<file path="src/rtl/bb_row_loader.sv">
// Row fetcher for the bank buffer: assembles SRAM beats into full rows,
// pushes them into the 3-row shifter and offers each resident window to the MAC.
module bb_row_loader #(
    parameter int FXP          = 6,
    parameter int BB_REG_WIDTH = 36,
    parameter int MAC_CN_HGT   = 3,
    parameter int MEM_PIX      = 4,
    parameter int ADDR_W       = 12,
    parameter int ROW_W        = 8
) (
    input  logic                        clk,
    input  logic                        rst_n,
    input  logic                        start,
    input  logic [ADDR_W-1:0]           base_addr,
    input  logic [ROW_W-1:0]            num_rows,
    input  logic                        roi_sel,
    output logic                        mem_req,
    output logic [ADDR_W-1:0]           mem_addr,
    input  logic [MEM_PIX*FXP-1:0]      mem_rdata,
    input  logic                        mem_rvalid,
    output logic                        bb_clr,
    output logic                        bb_en,
    output logic [BB_REG_WIDTH*FXP-1:0] bb_val,
    output logic                        bb_roi_lb_r,
    output logic                        win_valid,
    input  logic                        win_ready,
    output logic                        busy,
    output logic                        done
);

    localparam int BEATS  = BB_REG_WIDTH / MEM_PIX;
    localparam int BW     = MEM_PIX * FXP;
    localparam int VW     = BB_REG_WIDTH * FXP;
    localparam int BEAT_W = (BEATS > 1) ? $clog2(BEATS) : 1;
    localparam int FILL_W = $clog2(MAC_CN_HGT + 1);

    localparam logic [BEAT_W-1:0] LAST_BEAT = BEAT_W'(BEATS - 1);
    localparam logic [FILL_W-1:0] FILL_MAX  = FILL_W'(MAC_CN_HGT);

    typedef enum logic [2:0] {
        S_IDLE,
        S_CLR,
        S_REQ,
        S_WAIT,
        S_PUSH,
        S_WIN,
        S_DONE
    } state_t;

    state_t              state_q, state_d;
    logic [ADDR_W-1:0]   base_q, base_d;
    logic [ROW_W-1:0]    nrows_q, nrows_d;
    logic                roi_q, roi_d;
    logic [ROW_W-1:0]    row_q, row_d;
    logic [FILL_W-1:0]   fill_q, fill_d;
    logic [BEAT_W-1:0]   beat_q, beat_d;
    logic [ADDR_W-1:0]   ptr_q, ptr_d;
    logic                mem_req_q, mem_req_d;
    logic [ADDR_W-1:0]   mem_addr_q, mem_addr_d;
    logic                bb_clr_q, bb_clr_d;
    logic                bb_en_q, bb_en_d;
    logic [VW-1:0]       bb_val_q, bb_val_d;
    logic                win_valid_q, win_valid_d;
    logic                busy_q, busy_d;
    logic                done_q, done_d;

    always_comb begin
        state_d  = state_q;
        base_d   = base_q;
        nrows_d  = nrows_q;
        roi_d    = roi_q;
        row_d    = row_q;
        fill_d   = fill_q;
        beat_d   = beat_q;
        ptr_d    = ptr_q;
        bb_val_d = bb_val_q;

        unique case (state_q)
            S_IDLE: begin
                if (start) begin
                    base_d  = base_addr;
                    nrows_d = num_rows;
                    roi_d   = roi_sel;
                    state_d = S_CLR;
                end
            end
            S_CLR: begin
                row_d   = '0;
                fill_d  = '0;
                beat_d  = '0;
                ptr_d   = base_q;
                state_d = (nrows_q == '0) ? S_DONE : S_REQ;
            end
            S_REQ: begin
                // ptr tracks base + row*BEATS + beat, wrapping at ADDR_W
                ptr_d   = ptr_q + ADDR_W'(1);
                state_d = S_WAIT;
            end
            S_WAIT: begin
                if (mem_rvalid) begin
                    for (int b = 0; b < BEATS; b++) begin
                        if (beat_q == BEAT_W'(b)) begin
                            bb_val_d[b*BW +: BW] = mem_rdata;
                        end
                    end
                    if (beat_q == LAST_BEAT) begin
                        beat_d  = '0;
                        state_d = S_PUSH;
                    end else begin
                        beat_d  = beat_q + BEAT_W'(1);
                        state_d = S_REQ;
                    end
                end
            end
            S_PUSH: begin
                row_d  = row_q + ROW_W'(1);
                fill_d = (fill_q == FILL_MAX) ? fill_q : fill_q + FILL_W'(1);
                if (fill_d == FILL_MAX) begin
                    state_d = S_WIN;
                end else if (row_d == nrows_q) begin
                    state_d = S_DONE;
                end else begin
                    state_d = S_REQ;
                end
            end
            S_WIN: begin
                if (win_valid_q && win_ready) begin
                    state_d = (row_q == nrows_q) ? S_DONE : S_REQ;
                end
            end
            S_DONE: begin
                state_d = S_IDLE;
            end
            default: begin
                state_d = S_IDLE;
            end
        endcase

        // Outputs are registered copies of the state being entered
        mem_req_d   = (state_d == S_REQ);
        mem_addr_d  = (state_d == S_REQ) ? ptr_d : mem_addr_q;
        bb_clr_d    = (state_d == S_CLR);
        bb_en_d     = (state_d == S_PUSH);
        win_valid_d = (state_d == S_WIN);
        busy_d      = (state_d != S_IDLE);
        done_d      = (state_d == S_DONE);
    end

    always_ff @(posedge clk or negedge rst_n) begin
        if (!rst_n) begin
            state_q     <= S_IDLE;
            base_q      <= '0;
            nrows_q     <= '0;
            roi_q       <= 1'b0;
            row_q       <= '0;
            fill_q      <= '0;
            beat_q      <= '0;
            ptr_q       <= '0;
            mem_req_q   <= 1'b0;
            mem_addr_q  <= '0;
            bb_clr_q    <= 1'b0;
            bb_en_q     <= 1'b0;
            bb_val_q    <= '0;
            win_valid_q <= 1'b0;
            busy_q      <= 1'b0;
            done_q      <= 1'b0;
        end else begin
            state_q     <= state_d;
            base_q      <= base_d;
            nrows_q     <= nrows_d;
            roi_q       <= roi_d;
            row_q       <= row_d;
            fill_q      <= fill_d;
            beat_q      <= beat_d;
            ptr_q       <= ptr_d;
            mem_req_q   <= mem_req_d;
            mem_addr_q  <= mem_addr_d;
            bb_clr_q    <= bb_clr_d;
            bb_en_q     <= bb_en_d;
            bb_val_q    <= bb_val_d;
            win_valid_q <= win_valid_d;
            busy_q      <= busy_d;
            done_q      <= done_d;
        end
    end

    assign mem_req     = mem_req_q;
    assign mem_addr    = mem_addr_q;
    assign bb_clr      = bb_clr_q;
    assign bb_en       = bb_en_q;
    assign bb_val      = bb_val_q;
    assign bb_roi_lb_r = roi_q;
    assign win_valid   = win_valid_q;
    assign busy        = busy_q;
    assign done        = done_q;

endmodule

</file>
<file path="config.mk">
export PLATFORM = sky130hd
export DESIGN_NAME = bb_row_loader
export DESIGN_NICKNAME = d
export VERILOG_FILES = /design/src/rtl/bb_row_loader.sv
export SDC_FILE = /design/constraint.sdc
export NUM_CORES = 1
export LEC_CHECK = 0
export ABC_AREA = 0
export BUFFER_PORTS_ARGS = -buffer_cell sky130_fd_sc_hd__buf_4
export CORE_ASPECT_RATIO = 2
export CORE_MARGIN = 3
export CORE_UTILIZATION = 53
export DETAILED_ROUTE_END_ITERATION = 7
export GPL_TIMING_DRIVEN = 0
export PLACE_DENSITY = 0.8
export SYNTH_ARGS = -nofsm -noshare
export SYNTH_HDL_FRONTEND = slang
export SYNTH_SLANG_ARGS = --single-unit
</file>
<file path="constraint.sdc">
create_clock -name clk -period 3.1 [get_ports clk]
set_input_delay 0 -clock clk [delete_from_list [all_inputs] [get_ports clk]]
set_output_delay 0 -clock clk [all_outputs]
set_load 0.1 [all_outputs]
</file>
**Yosys cells after proc, flatten, opt, wreduce, memory -nomap -nowiden**

Index checks and enable logic that the tools add are counted.

- Input bits: 50
- Bits in registers: 284

- Multiplexer cells: 16
- Reduce and logical (&&, ||, !) cells: 18
- Equality and inequality tests: 23
- Add/sub/neg operators: 4

Operator list:

| cell | count |
|---|---|
| 3-bit AND reduction | 9 |
| 3-bit 2-to-1 mux | 8 |
| 12-bit case mux with 2 select lines | 1 |
| 3-bit case mux with 6 select lines | 1 |
| 4-bit by 3-bit == test with 1-bit output, second input constant | 4 |
| 8-bit == test | 2 |
| 8-bit case mux with 2 select lines | 1 |
| 3-bit == test, second input constant | 5 |
| 12-bit by 1-bit adder with 12-bit output, second input constant | 1 |
| 3-bit by 2-bit == test with 1-bit output, second input constant | 3 |
| 8-bit by 1-bit adder with 8-bit output, second input constant | 1 |
| 4-bit by 2-bit == test with 1-bit output, second input constant | 2 |
| 8-bit zero test | 1 |
| 4-bit 2-to-1 mux | 2 |
| 4-bit case mux with 2 select lines | 1 |
| 3-bit by 1-bit == test with 1-bit output, second input constant | 2 |
| 4-bit by 1-bit adder with 4-bit output, second input constant | 1 |
| 2-bit == test, second input constant | 2 |
| 4-bit by 1-bit == test with 1-bit output, second input constant | 1 |
| 4-bit == test, second input constant | 1 |
| 4-bit zero test | 1 |
| 2-bit case mux with 2 select lines | 1 |
| 2-bit AND reduction | 2 |
| 2-bit nonzero test | 2 |
| other kinds (6) | 6 |

**Logic depth before layout (Yosys ltp)**

- Depth in word-level cells: 6
- Gate-level depth with buffers: 9

**Worst setup path after synthesis**

Ideal clock, no wire load.

- Path type: reg2reg
- Start: register win_valid_q, in the netlist win_valid
- End: register mem_addr_q[10], in the netlist mem_addr[10]
- Library setup time: 0.126 ns
- Stages on the path, launching flop included: 8
- Data required time: 2.974 ns
- Data arrival time: 2.306 ns
- Slack: 0.668 ns
- Clock period less this slack: 2.432 ns
- Cells stage by stage: dfrtp_1 nand3_1 nor4bb_1 a311oi_1 o21ai_0 and4bb_4 buf_12 mux2_4

- Word-level cells in the longest chain between the ends: 4

RTL lines:

| item | RTL line | RTL |
|---|---|---|
| start: declaration | 63 | `logic win_valid_q, win_valid_d;` |
| start signal: assignment | 181 | `win_valid_q <= win_valid_d;` |
| 1-bit logical AND | 127 | `if (win_valid_q && win_ready) begin` |
| 3-bit 2-to-1 mux | 127 |  |
| 3-bit case mux with 6 select lines | 78 | `unique case (state_q)` |
| 3-bit by 2-bit == test with 1-bit output | - |  |
| via mem_req_d | 58 | `logic mem_req_q, mem_req_d;` |
| end signal: assignment | 177 | `mem_addr_q <= mem_addr_d;` |
| end: declaration | 59 | `logic [ADDR_W-1:0] mem_addr_q, mem_addr_d;` |

The timed path passes the listed nets, and every way through them passes these cells.
A chain may end at the register's enable or synchronous reset.

**Final worst setup path**

- Start: register beat_q[0]
- End: register bb_val_q[206], in the netlist bb_val[206]

- Word-level cells in the longest chain between the ends: 2

RTL lines:

| item | RTL line | RTL |
|---|---|---|
| start: declaration | 56 | `logic [BEAT_W-1:0] beat_q, beat_d;` |
| start signal: assignment | 174 | `beat_q <= beat_d;` |
| 4-bit == test | 102 | `if (beat_q == BEAT_W'(b)) begin` |
| 3-bit AND reduction (no line) | - |  |
| end signal: assignment | 180 | `bb_val_q <= bb_val_d;` |
| end: declaration | 62 | `logic [VW-1:0] bb_val_q, bb_val_d;` |

No other way between the ends.

==> summary.txt <==
Global routing
  – Largest net degree at the start of global routing: 121
  – Met1 Resource Use GR: 28.46%
  – GRT overflow: 0
  – First-pass GRT wire length: 45.69 mm
  – Global routing usage on met2: 47.42%
  – Vias in the first global route: 8113
  – Total GRT Usage: 25.58%
  – Met3 Resource Use GR: 4.357%
  – Initial antenna violation count: 0
  – GRT busiest layer: met2

Routing
  – Via Count: 7628
  – Post-route ant nets: 0
  – Initial DRC count: 259
  – Vias/cell: 5.402
  – Drt total wl: 29.99 mm
  – DRC: 0
  – Wirelength per Cell: 21.24 µm
  – 1st-pass router iterations: 4

Yosys
  – Synth Instances: 764
  – Distinct cell type count of the synthesized netlist: 54
  – Synthesized net count: 820
  – Synthesized area per cell: 14.83 µm²
  – Mux cell area share after synthesis: 25.13%
  – Synth Area in Adders: 0.6625%
  – YS warnings: 0
  – Top cell type's share of synthesized area: 62.71%
  – Post-synth top cells: dfrtp_1, mux2_2, nand2_1, clkbuf_1, nor2_1
  – Yosys top cell by area: dfrtp_1
  – XOR/XNOR Fraction of Synth Area: 0.8502%
  – Ys flop type: dfrtp_1
  – Seq/Total Area, Yosys: 62.71%
  – Top post-synthesis cells by area: dfrtp_1, mux2_2, mux2_4
  – Compound-gate portion of the synthesized area: 3.798%
  – Yosys reg bits: 284
  – Largest family of logic cells by synthesized area: multiplexers
  – Post-Syn Area: 11330 µm²
  – Fraction of registers with async set/reset: 100.0%
  – Most frequent cell after synthesis: dfrtp_1
  – Synth Area in Simple Gates: 5.024%
  – Post-synth EDFFs: 0

Final layout
  – Final-layout fill cell count: 1374
  – Diodes inserted: 0
  – Count of nets after finishing: 1183
  – Final Instance Area: 15180 µm²
  – Layout cells sized above 1: 51.71%
  – Finished Layout Cells: 1412
  – Area growth, synth to finish: 33.95%

Timing
  – Final setup violation count: 0
  – Final Hold Viols: 0
  – Maximum clock rate: 359.4 MHz
  – Minimum clock period: 2.782 ns
  – Worst Tran Pin Value: 1.065 ns
  – RSZ-0062 raised after global routing: no
  – Final hold slack: 0.2436 ns
  – Fin crit share: 89.74%
  – Final setup TNS: 0 ns
  – Max transition margin: 28.88%
  – Final Max Tran Viols: 0
  – Setup Skew: 0.02127 ns

Clock tree
  – TritonCTS clock tree: done
  – Clock sinks: 284
  – H-tree depth: 1
  – Worst-skew pair later-pin latency: 0.53 ns
  – Clock-pin slew on the worst setup and hold paths: 0.07 ns
  – Num CTS Buffers: 24
  – Max clock buf depth: 3
  – CTS Root Cell: clkbuf_16
  – Post-CTS setup buffer count: 0

Worst setup path
  – Critical path's slowest cell: nor2_1
  – Worst Path Required: 3.50 ns
  – CP top delay family: simple AND/OR/NAND/NOR gates
  – Crit path DAT: 3.18 ns
  – Startpoint Class: flip-flop
  – Crit path largest cell delay: 0.71 ns
  – Crit path max fanout: 10
  – Endpoint class of the critical path: flip-flop
  – Buf+Inv Stages, Crit Path: 2
  – Critical path class: flip-flop to flip-flop
  – Critical Path, Cell by Cell: inv_1, ha_1, nand4b_1, nor2_1, clkbuf_1, mux2_2

Die
  – Die area: 23280 µm²
  – I/O pins: 285
  – Std cell rows: 75
  – Chip Width: 109.4 µm
  – Die H: 212.8 µm
  – Initial Utilization: 53.91%
  – Core Footprint: 21020 µm²

Placed design
  – Placed cells: 1319
  – Port buffer count: 284
  – Area post-placement: 13860 µm²
  – RePlAce Congestion: 0.8203
  – Hpwl dp: 21.09 mm

Job
  – Max-cap violations: 0

Outcome
  – Status: completed

Min path
  – Hold WC Path Type: primary input to flip-flop
[metal layers]
| metal | routed length (µm) | part of all wire (%) |
|---|---|---|
| met1 | 10540 | 35 |
| met2 | 16500 | 55 |
| met3 | 1741 | 5.8 |
| met4 | 1212 | 4.0 |
| met5 | 0 | 0 |
[cells by family after synthesis]
logic type,Yosys count
flip-flops,284
AO/OA/AOI/OAI,60
adder cells (fa/ha/maj),6
XOR/XNOR,11
multiplexers,250
buffers and inverters,46
AND/OR/NAND/NOR,107
[sequential cells by signal, indices dropped and copies added, names as in the netlist, 2 cells and up]
| name | cells |
|---|---|
| beat_q | 4 |
| fill_q | 2 |
| ptr_q | 12 |
| base_q | 12 |
| mem_addr | 12 |
| bb_val | 216 |
| row_q | 8 |
| nrows_q | 8 |
| state_q | 3 |
[final cells by class]
class	instances	area (µm²)	area share (%)
Sequential cell	284	7107	46.82
Timing Repair Buffer	337	2723	17.94
Clock inverter	10	123.9	0.8160
Clock buffer	32	660.6	4.352
Tap cell	269	336.6	2.217
Inverter	9	33.78	0.2226
Multi-Input combinational cell	434	4019	26.48
Buffer	37	176.4	1.162
[worst register-to-register path: stages (launching register included)]
cell and delay (ns):
dfrtp_1 0.42, inv_1 0.15, ha_1 0.23, nand4b_1 0.10
nor2_1 0.71, clkbuf_1 0.65, mux2_2 0.41
[placed cells by master (no fill, tap or decap), types with 3 or more instances in the layout]
| cell type | instances |
|---|---|
| dfrtp_1 | 284 |
| buf_4 | 283 |
| mux2_2 | 239 |
| dlygate4sd3_1 | 50 |
| nand2_1 | 31 |
| clkbuf_1 | 29 |
| clkbuf_16 | 24 |
| nor2_1 | 16 |
| nand3_1 | 15 |
| o21ai_0 | 15 |
| inv_1 | 9 |
| mux2_4 | 9 |
| buf_2 | 8 |
| o211ai_1 | 8 |
| xor2_1 | 7 |
| nor4_1 | 6 |
| nor2b_1 | 6 |
| a22o_1 | 6 |
| ha_1 | 6 |
| a21oi_1 | 5 |
| nand2b_1 | 4 |
| nand4_1 | 4 |
| nor3_1 | 4 |
| xnor2_1 | 4 |
| o31ai_1 | 4 |
| and2_1 | 4 |
| o22ai_1 | 3 |
| nor3b_1 | 3 |
| a221o_1 | 3 |
| o311ai_0 | 3 |
| clkbuf_2 | 3 |
| clkinv_2 | 3 |
| clkbuf_8 | 3 |
| buf_16 | 3 |
[stage by stage]
step	setup slack [ns]	utilization, %
2_1_floorplan	0.6676	-
3_3_place_gp	-0.3447	65.65
3_5_place_dp	0.1305	65.95
4_1_cts	0.1251	72.20
5_1_grt	0.04298	72.21
6_report	0.3179	72.21
[worst paths after layout]
path,from,endpoint,slack [ns],depth (start not counted)
setup / recovery,beat_q[0],bb_val[206],0.32,6
hold / removal,base_addr[3],base_q[3],0.24,3
setup reg to reg,beat_q[0],bb_val[206],0.32,6
hold reg to reg,fill_q[0],fill_q[0],0.49,1
max in group asynchronous,rst_n,bb_val[99],1.46,5
min in group asynchronous,rst_n,bb_val[202],0.58,4
[what timing repair did]
action	CTS	global route
hold buffers	51	0
endpoints found under the setup margin	0	30
gates resized for setup	0	7
endpoints found under the hold margin	407	0
Power is left out: the tool's default activity adds up to more than one toggle a clock period on the data nets, which glitch-free logic cannot reach.
